## src/rtl/isqrt_pkg.sv

```systemverilog
// isqrt_pkg -- shared definitions for the iterative integer square root.
//   isqrt_state_e     : FSM state encoding (IDLE / CALC / DONE)
//   isqrt_iter_count  : number of CALC step cycles for a given IN_W / BITS_PER_CYC
//   isqrt_cfg_ok      : parameter legality (IN_W even and >= 4, BITS_PER_CYC divides IN_W/2)
package isqrt_pkg;

   typedef enum logic [1:0] {
      IDLE = 2'd0,
      CALC = 2'd1,
      DONE = 2'd2
   } isqrt_state_e;

   function automatic int unsigned isqrt_iter_count(input int unsigned in_w,
                                                    input int unsigned bpc);
      return (in_w / 2) / bpc;
   endfunction

   function automatic bit isqrt_cfg_ok(input int unsigned in_w,
                                       input int unsigned bpc);
      return (in_w >= 4) && (in_w % 2 == 0) && (bpc >= 1) && ((in_w / 2) % bpc == 0);
   endfunction

endpackage

```

## src/rtl/isqrt_step.sv

```systemverilog
// isqrt_step -- one combinational non-restoring square-root step.
//   a_top2_i : next two radicand bits (MSB first)
//   r_i/r_o  : partial remainder, two's complement, OUT_W+2 bits
//   q_i/q_o  : partial root, OUT_W bits; q_o shifts in the new root bit
module isqrt_step #(
   parameter int unsigned OUT_W = 24
) (
   input  logic [1:0]       a_top2_i,
   input  logic [OUT_W+1:0] r_i,
   input  logic [OUT_W-1:0] q_i,
   output logic [OUT_W+1:0] r_o,
   output logic [OUT_W-1:0] q_o
);

   logic [OUT_W+1:0] left;
   logic [OUT_W+1:0] right;

   // Dropping r's top two bits is a x4 modulo 2^(OUT_W+2); the sign survives
   // because |r| stays below 2^OUT_W.
   assign left  = {r_i[OUT_W-1:0], a_top2_i};
   assign right = {q_i, r_i[OUT_W+1], 1'b1};
   assign r_o   = r_i[OUT_W+1] ? (left + right) : (left - right);
   assign q_o   = {q_i[OUT_W-2:0], ~r_o[OUT_W+1]};

endmodule

```

## src/rtl/isqrt_iter.sv

```systemverilog
// isqrt_iter -- multi-cycle floor(sqrt(in_data)), BITS_PER_CYC root bits per clock.
//   clk, rst_n           : clock, synchronous active-low reset
//   in_valid/in_ready    : operand handshake (ready only in IDLE)
//   in_data              : IN_W-bit unsigned radicand
//   out_valid/out_ready  : result handshake, result held until accepted
//   out_root             : OUT_W-bit root
//   out_rem              : OUT_W+1-bit remainder, only when ISQRT_REM_EN is defined
// Optional feature macro: ISQRT_REM_EN (remainder port plus final correction adder).
module isqrt_iter
   import isqrt_pkg::*;
#(
   parameter  int unsigned IN_W         = 48,
   parameter  int unsigned BITS_PER_CYC = 1,
   localparam int unsigned OUT_W        = IN_W / 2
) (
   input  logic             clk,
   input  logic             rst_n,
   input  logic             in_valid,
   output logic             in_ready,
   input  logic [IN_W-1:0]  in_data,
   output logic             out_valid,
   input  logic             out_ready,
`ifdef ISQRT_REM_EN
   output logic [OUT_W-1:0] out_root,
   output logic [OUT_W:0]   out_rem
`else
   output logic [OUT_W-1:0] out_root
`endif
);

   localparam int unsigned ITER  = isqrt_iter_count(IN_W, BITS_PER_CYC);
   localparam int unsigned CNT_W = $clog2(ITER + 1);

   if (!isqrt_cfg_ok(IN_W, BITS_PER_CYC)) begin : g_cfg_err
      $error("isqrt_iter: illegal IN_W / BITS_PER_CYC combination");
   end

   isqrt_state_e     state_q;
   logic             in_ready_q;
   logic             out_valid_q;
   logic [OUT_W-1:0] out_root_q;
   logic [IN_W-1:0]  a_q, a_d;
   logic [OUT_W+1:0] r_q, r_d;
   logic [OUT_W-1:0] q_q, q_d;
   logic [CNT_W-1:0] cnt_q;

   // Step chain: BITS_PER_CYC non-restoring steps per clock.
   logic [IN_W-1:0]  a_ch [BITS_PER_CYC+1];
   logic [OUT_W+1:0] r_ch [BITS_PER_CYC+1];
   logic [OUT_W-1:0] q_ch [BITS_PER_CYC+1];

   assign a_ch[0] = a_q;
   assign r_ch[0] = r_q;
   assign q_ch[0] = q_q;

   for (genvar k = 0; k < BITS_PER_CYC; k++) begin : g_step
      isqrt_step #(.OUT_W(OUT_W)) u_step (
         .a_top2_i (a_ch[k][IN_W-1 -: 2]),
         .r_i      (r_ch[k]),
         .q_i      (q_ch[k]),
         .r_o      (r_ch[k+1]),
         .q_o      (q_ch[k+1])
      );
      assign a_ch[k+1] = a_ch[k] << 2;
   end

   assign a_d = a_ch[BITS_PER_CYC];
   assign r_d = r_ch[BITS_PER_CYC];
   assign q_d = q_ch[BITS_PER_CYC];

`ifdef ISQRT_REM_EN
   logic [OUT_W:0]   out_rem_q;
   logic [OUT_W+1:0] r_fix;

   // A negative final remainder is restored by adding back 2q+1.
   assign r_fix   = r_q[OUT_W+1] ? (r_q + {1'b0, q_q, 1'b1}) : r_q;
   assign out_rem = out_rem_q;
`endif

   always_ff @(posedge clk) begin
      if (!rst_n) begin
         state_q     <= IDLE;
         in_ready_q  <= 1'b1;
         out_valid_q <= 1'b0;
         out_root_q  <= '0;
         a_q         <= '0;
         r_q         <= '0;
         q_q         <= '0;
         cnt_q       <= '0;
`ifdef ISQRT_REM_EN
         out_rem_q   <= '0;
`endif
      end else begin
         case (state_q)
            IDLE: begin
               if (in_valid) begin
                  a_q        <= in_data;
                  r_q        <= '0;
                  q_q        <= '0;
                  cnt_q      <= '0;
                  in_ready_q <= 1'b0;
                  state_q    <= CALC;
               end
            end
            CALC: begin
               // ITER step cycles, then one cycle to load the result registers.
               if (cnt_q == CNT_W'(ITER)) begin
                  out_root_q  <= q_q;
`ifdef ISQRT_REM_EN
                  out_rem_q   <= r_fix[OUT_W:0];
`endif
                  out_valid_q <= 1'b1;
                  state_q     <= DONE;
               end else begin
                  a_q   <= a_d;
                  r_q   <= r_d;
                  q_q   <= q_d;
                  cnt_q <= cnt_q + CNT_W'(1);
               end
            end
            DONE: begin
               if (out_ready) begin
                  out_valid_q <= 1'b0;
                  in_ready_q  <= 1'b1;
                  state_q     <= IDLE;
               end
            end
            default: begin
               state_q     <= IDLE;
               in_ready_q  <= 1'b1;
               out_valid_q <= 1'b0;
            end
         endcase
      end
   end

   assign in_ready  = in_ready_q;
   assign out_valid = out_valid_q;
   assign out_root  = out_root_q;

endmodule

```

## config.mk

```make
export PLATFORM = sky130hd
export DESIGN_NAME = isqrt_iter
export DESIGN_NICKNAME = d
export VERILOG_FILES = /design/src/rtl/isqrt_pkg.sv /design/src/rtl/isqrt_step.sv /design/src/rtl/isqrt_iter.sv
export SDC_FILE = /design/constraint.sdc
export NUM_CORES = 1
export LEC_CHECK = 0
export CAP_MARGIN = 20
export CELL_PAD_IN_SITES_DETAIL_PLACEMENT = 0
export CELL_PAD_IN_SITES_GLOBAL_PLACEMENT = 1
export CORE_MARGIN = 2
export CORE_UTILIZATION = 42
export CTS_CLUSTER_DIAMETER = 100
export DETAILED_ROUTE_END_ITERATION = 6
export GPL_TIMING_DRIVEN = 0
export PLACE_DENSITY = 0.89
export SKIP_CTS_REPAIR_TIMING = 1
export SYNTH_ARGS = -nofsm -noshare
export SYNTH_HDL_FRONTEND = slang
export SYNTH_SLANG_ARGS = --single-unit
```

## constraint.sdc

```tcl
create_clock -name clk -period 3.7 [get_ports clk]
set_input_delay 0.37 -clock clk [delete_from_list [all_inputs] [get_ports clk]]
set_output_delay 0.37 -clock clk [all_outputs]
set_load 0.03 [all_outputs]
```

Yosys cells after proc, flatten, opt, wreduce, memory -nomap -nowiden
Index checks and enable logic that the tools add are counted.
{"block": "classes", "addsub": 3, "n_eq_ne": 7, "n_mux": 23, "n_bitwise": 3, "reduce_logical": 7}
{"cell": "2-to-1 mux 48 bit", "n": 2}
{"cell": "one-hot mux 48 bit (2 select lines)", "n": 1}
{"cell": "2-to-1 mux 26 bit", "n": 3}
{"cell": "one-hot mux 26 bit (2 select lines)", "n": 1}
{"cell": "2-to-1 mux 24 bit", "n": 2}
{"cell": "one-hot mux 24 bit (2 select lines)", "n": 1}
{"cell": "adder 26 bit", "n": 1}
{"cell": "subtractor 26 bit", "n": 1}
{"cell": "AND reduction 3 bit", "n": 4}
{"cell": "2-to-1 mux 5 bit", "n": 2}
{"cell": "one-hot mux 5 bit (2 select lines)", "n": 1}
{"cell": "inequality test 2 bit, second input constant", "n": 4}
{"cell": "2-to-1 mux 2 bit", "n": 3}
{"cell": "one-hot mux 1 bit (3 select lines)", "n": 2}
{"cell": "one-hot mux 2 bit (3 select lines)", "n": 1}
{"cell": "adder 5 x 1 -> 5 bit, second input constant", "n": 1}
{"cell": "equality test 5 bit, second input constant", "n": 1}
{"cell": "2-to-1 mux 1 bit", "n": 4}
{"cell": "NOT 1 bit", "n": 3}
{"cell": "equality test 2 x 1 -> 1 bit, second input constant", "n": 1}
{"cell": "equality test 2 bit, second input constant", "n": 1}
{"cell": "zero test 2 bit", "n": 1}
{"cell": "AND reduction 2 bit", "n": 1}
{"cell": "nonzero test 2 bit", "n": 1}
{"block": "word_totals", "regBits": 131, "inputBits": 52, "output_inout_bits": 26}

Depth between registers and ports, before layout
{"block": "logic_depth", "depth_word": 5, "ltp_mapped": 11, "depth_no_buf": 8}

Hierarchy
Synthesis repeated with hierarchy kept, for this count alone.
{"block": "unflattened", "hier_cells": 931, "hier_area_um2": 7719.9}
{"module": "isqrt_iter", "instances": 1, "cells_per_inst": 669, "area_each_um2": 5824.3}
{"module": "isqrt_step", "instances": 1, "cells_per_inst": 262, "area_each_um2": 1895.6}

Least setup slack after synthesis
Ideal clock, no wire load.
{"block": "synth_path", "path_type": "flip-flop to flip-flop", "from": "register r_q[25]", "to": "register r_q[10]", "setup_ns": 0.117, "arrival_time_ns": 2.775, "setup_slack_ns": 0.808, "path_stages_with_launch": 11, "path_buffers": 2, "synth_period_minus_slack_ns": 2.892, "cell_sequence": "dfxtp_1 -> clkbuf_1 -> clkbuf_1 -> xnor2_1 -> ha_1 -> a21o_1 -> a21oi_2 -> a21oi_1 -> o31a_1 -> or3_1 -> a32o_1"}
{"block": "synth_via", "elab_chain_cells": 4, "elab_cells_between_ends": 5}
{"element": "start: declaration", "line_no": "isqrt_iter.sv:43", "rtl": "logic [OUT_W+1:0] r_q, r_d;"}
{"element": "start signal: assignment", "line_no": "isqrt_iter.sv:116", "rtl": "r_q <= r_d;"}
{"element": "subtractor 26 bit or adder 26 bit (tied branches)", "line_no": "isqrt_step.sv:22", "rtl": "assign r_o = r_i[OUT_W+1] ? (left + right) : (left - right);"}
{"element": "2-to-1 mux 26 bit (*)", "line_no": "isqrt_step.sv:22"}
{"element": "2-to-1 mux 26 bit (*)", "line_no": "isqrt_iter.sv:107", "rtl": "if (cnt_q == CNT_W'(ITER)) begin"}
{"element": "one-hot mux 26 bit (2 select lines) (*)", "line_no": "isqrt_iter.sv:94", "rtl": "case (state_q)"}
Every way passes the cells marked *; elsewhere a longest branch is shown, timed or not. The select of a mux whose other input is x is not followed.
A chain may end at the register's enable or synchronous reset.

Final worst setup path
{"block": "layout_path", "from": "register r_q[25]", "to": "register r_q[22]"}
Same word-level chain as after synthesis.

==> impl_summary.txt <==
----------------------------------------------------
[Floorplan]
  Die ar. ... between 15000 and 20000 um2
  Width of the chip ... between 100 and 150 um
  Core area ... 15700 um2
  Die Height ... ~130 um
  Initial standard-cell utilization of the core ... around 43%
  Number of cell rows ... 46
  Boundary Pins ... 78

[Clock network]
  Buffer levels on the longest clock path ... 2
  Worst skew pair latency ... 0.42 ns
  Clock slew at the register clock pins of the worst setup and hold paths ... 0.06 ns
  Clock sink count ... 130
  TritonCTS clock tree ... yes
  H-tree depth reported by CTS ... 4
  Number of buffers created by CTS ... 17
  Cell chosen for the clock root ... sky130_fd_sc_hd__clkbuf_16

[Critical path]
  Kind of critical path ... flip-flop to flip-flop
  Critical path launch point type ... flip-flop
  Arrival time at the worst endpoint ... roughly 3.6 ns
  Required time of the critical path ... 4.01 ns
  Maximum fanout encountered on the critical timing path ... 10
  Crit-path slowest cell ... sky130_fd_sc_hd__clkbuf_1
  Worst reg-to-reg setup slack ... 0.37 ns
  CP Launch Point ... r_q[25]
  Crit Reg-Reg Endpoint ... r_q[22]
  Cell chain of the critical path ... clkbuf_1 > clkbuf_1 > xnor2_1 > ha_1 > nor2b_4 > o2111ai_2 > a2111oi_2 > o21ai_0 > mux2i_1 > nand2_1
  Buf/Inv on CP ... 2
  Delay of the slowest cell on the worst path ... 0.58 ns
  Critical path's top delay family ... compound AO/OA/AOI/OAI gates
  Category of the worst setup path capture point ... flip-flop
  Worst reg2reg startpoint ... r_q[25]
  Depth of the worst register-to-register path ... 10
  Most common cell type on the critical path ... sky130_fd_sc_hd__clkbuf_1

[Placement]
  Pre-CTS worst setup slack ... between 0.3 and 0.4 ns
  Post-detail-place hpwl ... 13800 um
  Final weighted congestion in routability-driven placement ... 0.834
  Number of port buffers ... 77
  Number of placed instances with taps included ... 1148

[Timing]
  Min setup slack post-route ... 0.374 ns
  Total setup violations reported at the end of the flow ... 0
  Highest clock frequency the design can meet ... between 0.3 and 0.4 GHz
  Post-Route Setup TNS ... 0 ns
  Min Tclk post-route ... around 3.3 ns
  Worst-margin pin slew ... 0.692 ns
  Unrepaired setup endpoints after global routing ... false
  Max-slew violation count ... 0
  Share of the clock period used by the worst path after layout ... approximately nine tenths
  Relative max-transition margin ... between 50 and 60%
  Endpoints failing hold ... 0
  Clock skew ... 0.00791 ns

[Global routing]
  Total global routing track utilization ... 22.3%
  Largest net degree at the start of global routing ... 17
  Initial antenna violation count ... 0
  First-pass GRT wire length ... 29800 um
  GRT overflow ... 0
  Number of global-route vias before repair ... 5912

[Yosys]
  Cell type contributing the most total cell area after synthesis ... sky130_fd_sc_hd__dfxtp_1
  Synthesized area ... 6700 um2
  Unique cell type count in the Yosys netlist ... a little over 60
  Synthesized net count ... ~940
  Share of Yosys cell area claimed by the top area cell type ... 38.8%
  Predominant post-synthesis flop cell ... sky130_fd_sc_hd__dfxtp_1
  Cells after synthesis ... 855
  Synth area leaders ... sky130_fd_sc_hd__dfxtp_1 (39%), sky130_fd_sc_hd__nand2_1 (12%), sky130_fd_sc_hd__a311oi_1 (6.0%)
  Share of async-settable or async-resettable flops after synthesis ... 0%
  Yosys Warn Count ... 0
  Mean area per synthesized cell ... 7.84 um2
  Number of synthesized register bits ... 130
  Post-synthesis sequential area ratio ... about two fifths
  Number of enable-type register cells in the synthesized netlist ... 0

[Detailed routing]
  Vias per cell ... 5.38
  Via count of the routed design ... 6349
  Iteration count of the initial detailed-routing pass ... 5
  Count of routing violations after the opening detailed-route iteration ... 362
  Avg WL per Cell ... 15.6 um
  Total wire length ... 18400 um
  Residual antenna-violating net count after detailed routing ... 0
  Remaining design rule violation count ... 0

[Hold path]
  Worst Hold Class ... flip-flop to flip-flop
  Hold worst-path end ... out_root[15]
  Worst min-delay path startpoint ... out_root[15]
  Number of cells on the worst hold path ... 2

[Final layout]
  Number of antenna cells inserted ... 0
  Finished Layout Cells ... 1180
  Area Overhead vs Synth ... 24.9%
  Proportion of layout cells with a drive suffix above 1 ... 7.68%
  Number of nets in the layout ... 1033
  Core utilization of the finished layout ... between 50% and 60%

[Flow run]
  Max-capacitance violation count ... 0

[Power and ir drop]
  Reported leakage power ... 3.17 nW
  Areal power density over the cells ... 709 nW/um2
  IR drop worst, VDD ... 0.355 mV

[Status]
  Outcome ... finished, final reports clean

----------------------------------------------------
[flip-flops by register name, indices dropped and copies added (netlist names)]
name,flops
a_q,48
r_q,25
out_root,24
q_q,24
cnt_q,5
state_q,2
in_ready,1
out_valid,1
[cell type report]
type / count / area (um2)
buffer: 59 / 251
clock buffer: 18 / 439
clock inverter: 14 / 190
fill: 1520 / 7340
inverter: 12 / 45.0
multi-input combinational: 654 / 3800
sequential: 130 / 2600
tap: 216 / 270
timing repair buffer: 77 / 771
[cells in the mapped netlist (7+ instances only)]
library cell / instances
sky130_fd_sc_hd__nand4_1: 9
sky130_fd_sc_hd__buf_2: 20
sky130_fd_sc_hd__xor2_1: 7
sky130_fd_sc_hd__a311oi_1: 46
sky130_fd_sc_hd__ha_1: 30
sky130_fd_sc_hd__nor3_1: 7
sky130_fd_sc_hd__clkbuf_1: 36
sky130_fd_sc_hd__inv_1: 11
sky130_fd_sc_hd__nor2_1: 82
sky130_fd_sc_hd__xnor2_1: 30
sky130_fd_sc_hd__o21ai_0: 20
sky130_fd_sc_hd__a21o_1: 7
sky130_fd_sc_hd__a21oi_1: 74
sky130_fd_sc_hd__nand3_1: 44
sky130_fd_sc_hd__nand2_1: 208
sky130_fd_sc_hd__dfxtp_1: 130
[power by group]
| part | switching (mW) | leakage, nW | internal [mW] |
|---|---|---|---|
| Clock | 0.691 | 0.306 | 1.10 |
| Sequential | 0.117 | 1.06 | 1.57 |
| Combinational | 1.48 | 1.80 | 0.979 |
[cell usage in the layout, fill, tap and decap left out, types with 4 or more instances in the layout]
cell / count
sky130_fd_sc_hd__a32o_1: 6
sky130_fd_sc_hd__a311oi_1: 46
sky130_fd_sc_hd__clkbuf_16: 17
sky130_fd_sc_hd__buf_2: 20
sky130_fd_sc_hd__clkbuf_1: 35
sky130_fd_sc_hd__o21a_1: 6
sky130_fd_sc_hd__clkdlybuf4s50_1: 77
sky130_fd_sc_hd__mux2i_1: 4
sky130_fd_sc_hd__nand4_1: 9
sky130_fd_sc_hd__and3_1: 4
sky130_fd_sc_hd__a21oi_2: 5
sky130_fd_sc_hd__a21o_1: 7
sky130_fd_sc_hd__xnor2_1: 30
sky130_fd_sc_hd__nor2_1: 82
sky130_fd_sc_hd__inv_1: 11
sky130_fd_sc_hd__o21ai_0: 20
sky130_fd_sc_hd__nand2b_1: 4
sky130_fd_sc_hd__inv_6: 5
sky130_fd_sc_hd__xor2_1: 7
sky130_fd_sc_hd__a21oi_1: 74
sky130_fd_sc_hd__a31oi_1: 5
sky130_fd_sc_hd__dfxtp_1: 130
sky130_fd_sc_hd__or3_1: 5
sky130_fd_sc_hd__nand2_1: 208
sky130_fd_sc_hd__nand3_1: 44
sky130_fd_sc_hd__ha_1: 30
sky130_fd_sc_hd__nor3_1: 7
[cell families (layout without fill, tap and decap cells)]
| kind of cell | Yosys count | count (layout) | share of synthesized area [%] |
|---|---|---|---|
| buffers and inverters | 71 | 180 | 4.41 |
| adder cells (fa/ha/maj) | 30 | 30 | 5.60 |
| XOR/XNOR | 37 | 37 | 4.84 |
| AND/OR/NAND/NOR | 379 | 379 | 24.0 |
| multiplexers | 4 | 4 | 0.597 |
| AO/OA/AOI/OAI | 204 | 204 | 21.7 |
| flip-flops | 130 | 130 | 38.8 |
[routing by layer]
layer  track usage [%]  part of all wire [%]  routed length [um]  vias up
li1                  -                     -                   -     3206
met1              29.7                    46                8480     2972
met2              37.1                    48                8780      147
met3              4.55                   4.5                 819       24
met4              5.95                   1.6                 303        0
met5                 0                     0                   0        -
[worst min-delay path, delay by kind of cell (launching register included)]
kind / cells / cell delay, ns
flops: 1 / 0.31
compound gates: 1 / 0.05
simple gates: 1 / 0.05
[per-stage QoR]
| step | hold slack [ns] | instance area (um2) | total power [mW] |
|---|---|---|---|
| final | 0.452 | 8370 | 5.94 |
| after global routing | 0.468 | 8370 | 6.33 |
| after CTS | 0.454 | 8370 | 5.93 |
| after detailed placement | 0.446 | 7740 | 4.13 |
| after global placement | 0.443 | 7740 | 4.12 |
| after floorplan | 0.432 | 6700 | 3.58 |
[worst max-delay path by stage]
stage | cells past startpoint | endpoint | slack [ns]
after floorplan | 10 | r_q[10] | 0.81
after global placement | 10 | r_q[23] | 0.35
after detailed placement | 10 | r_q[23] | 0.32
after CTS | 10 | r_q[23] | 0.28
after global routing | 10 | r_q[23] | 0.11
final | 10 | r_q[22] | 0.37
Note: power is estimated with default switching activity, not from simulation.
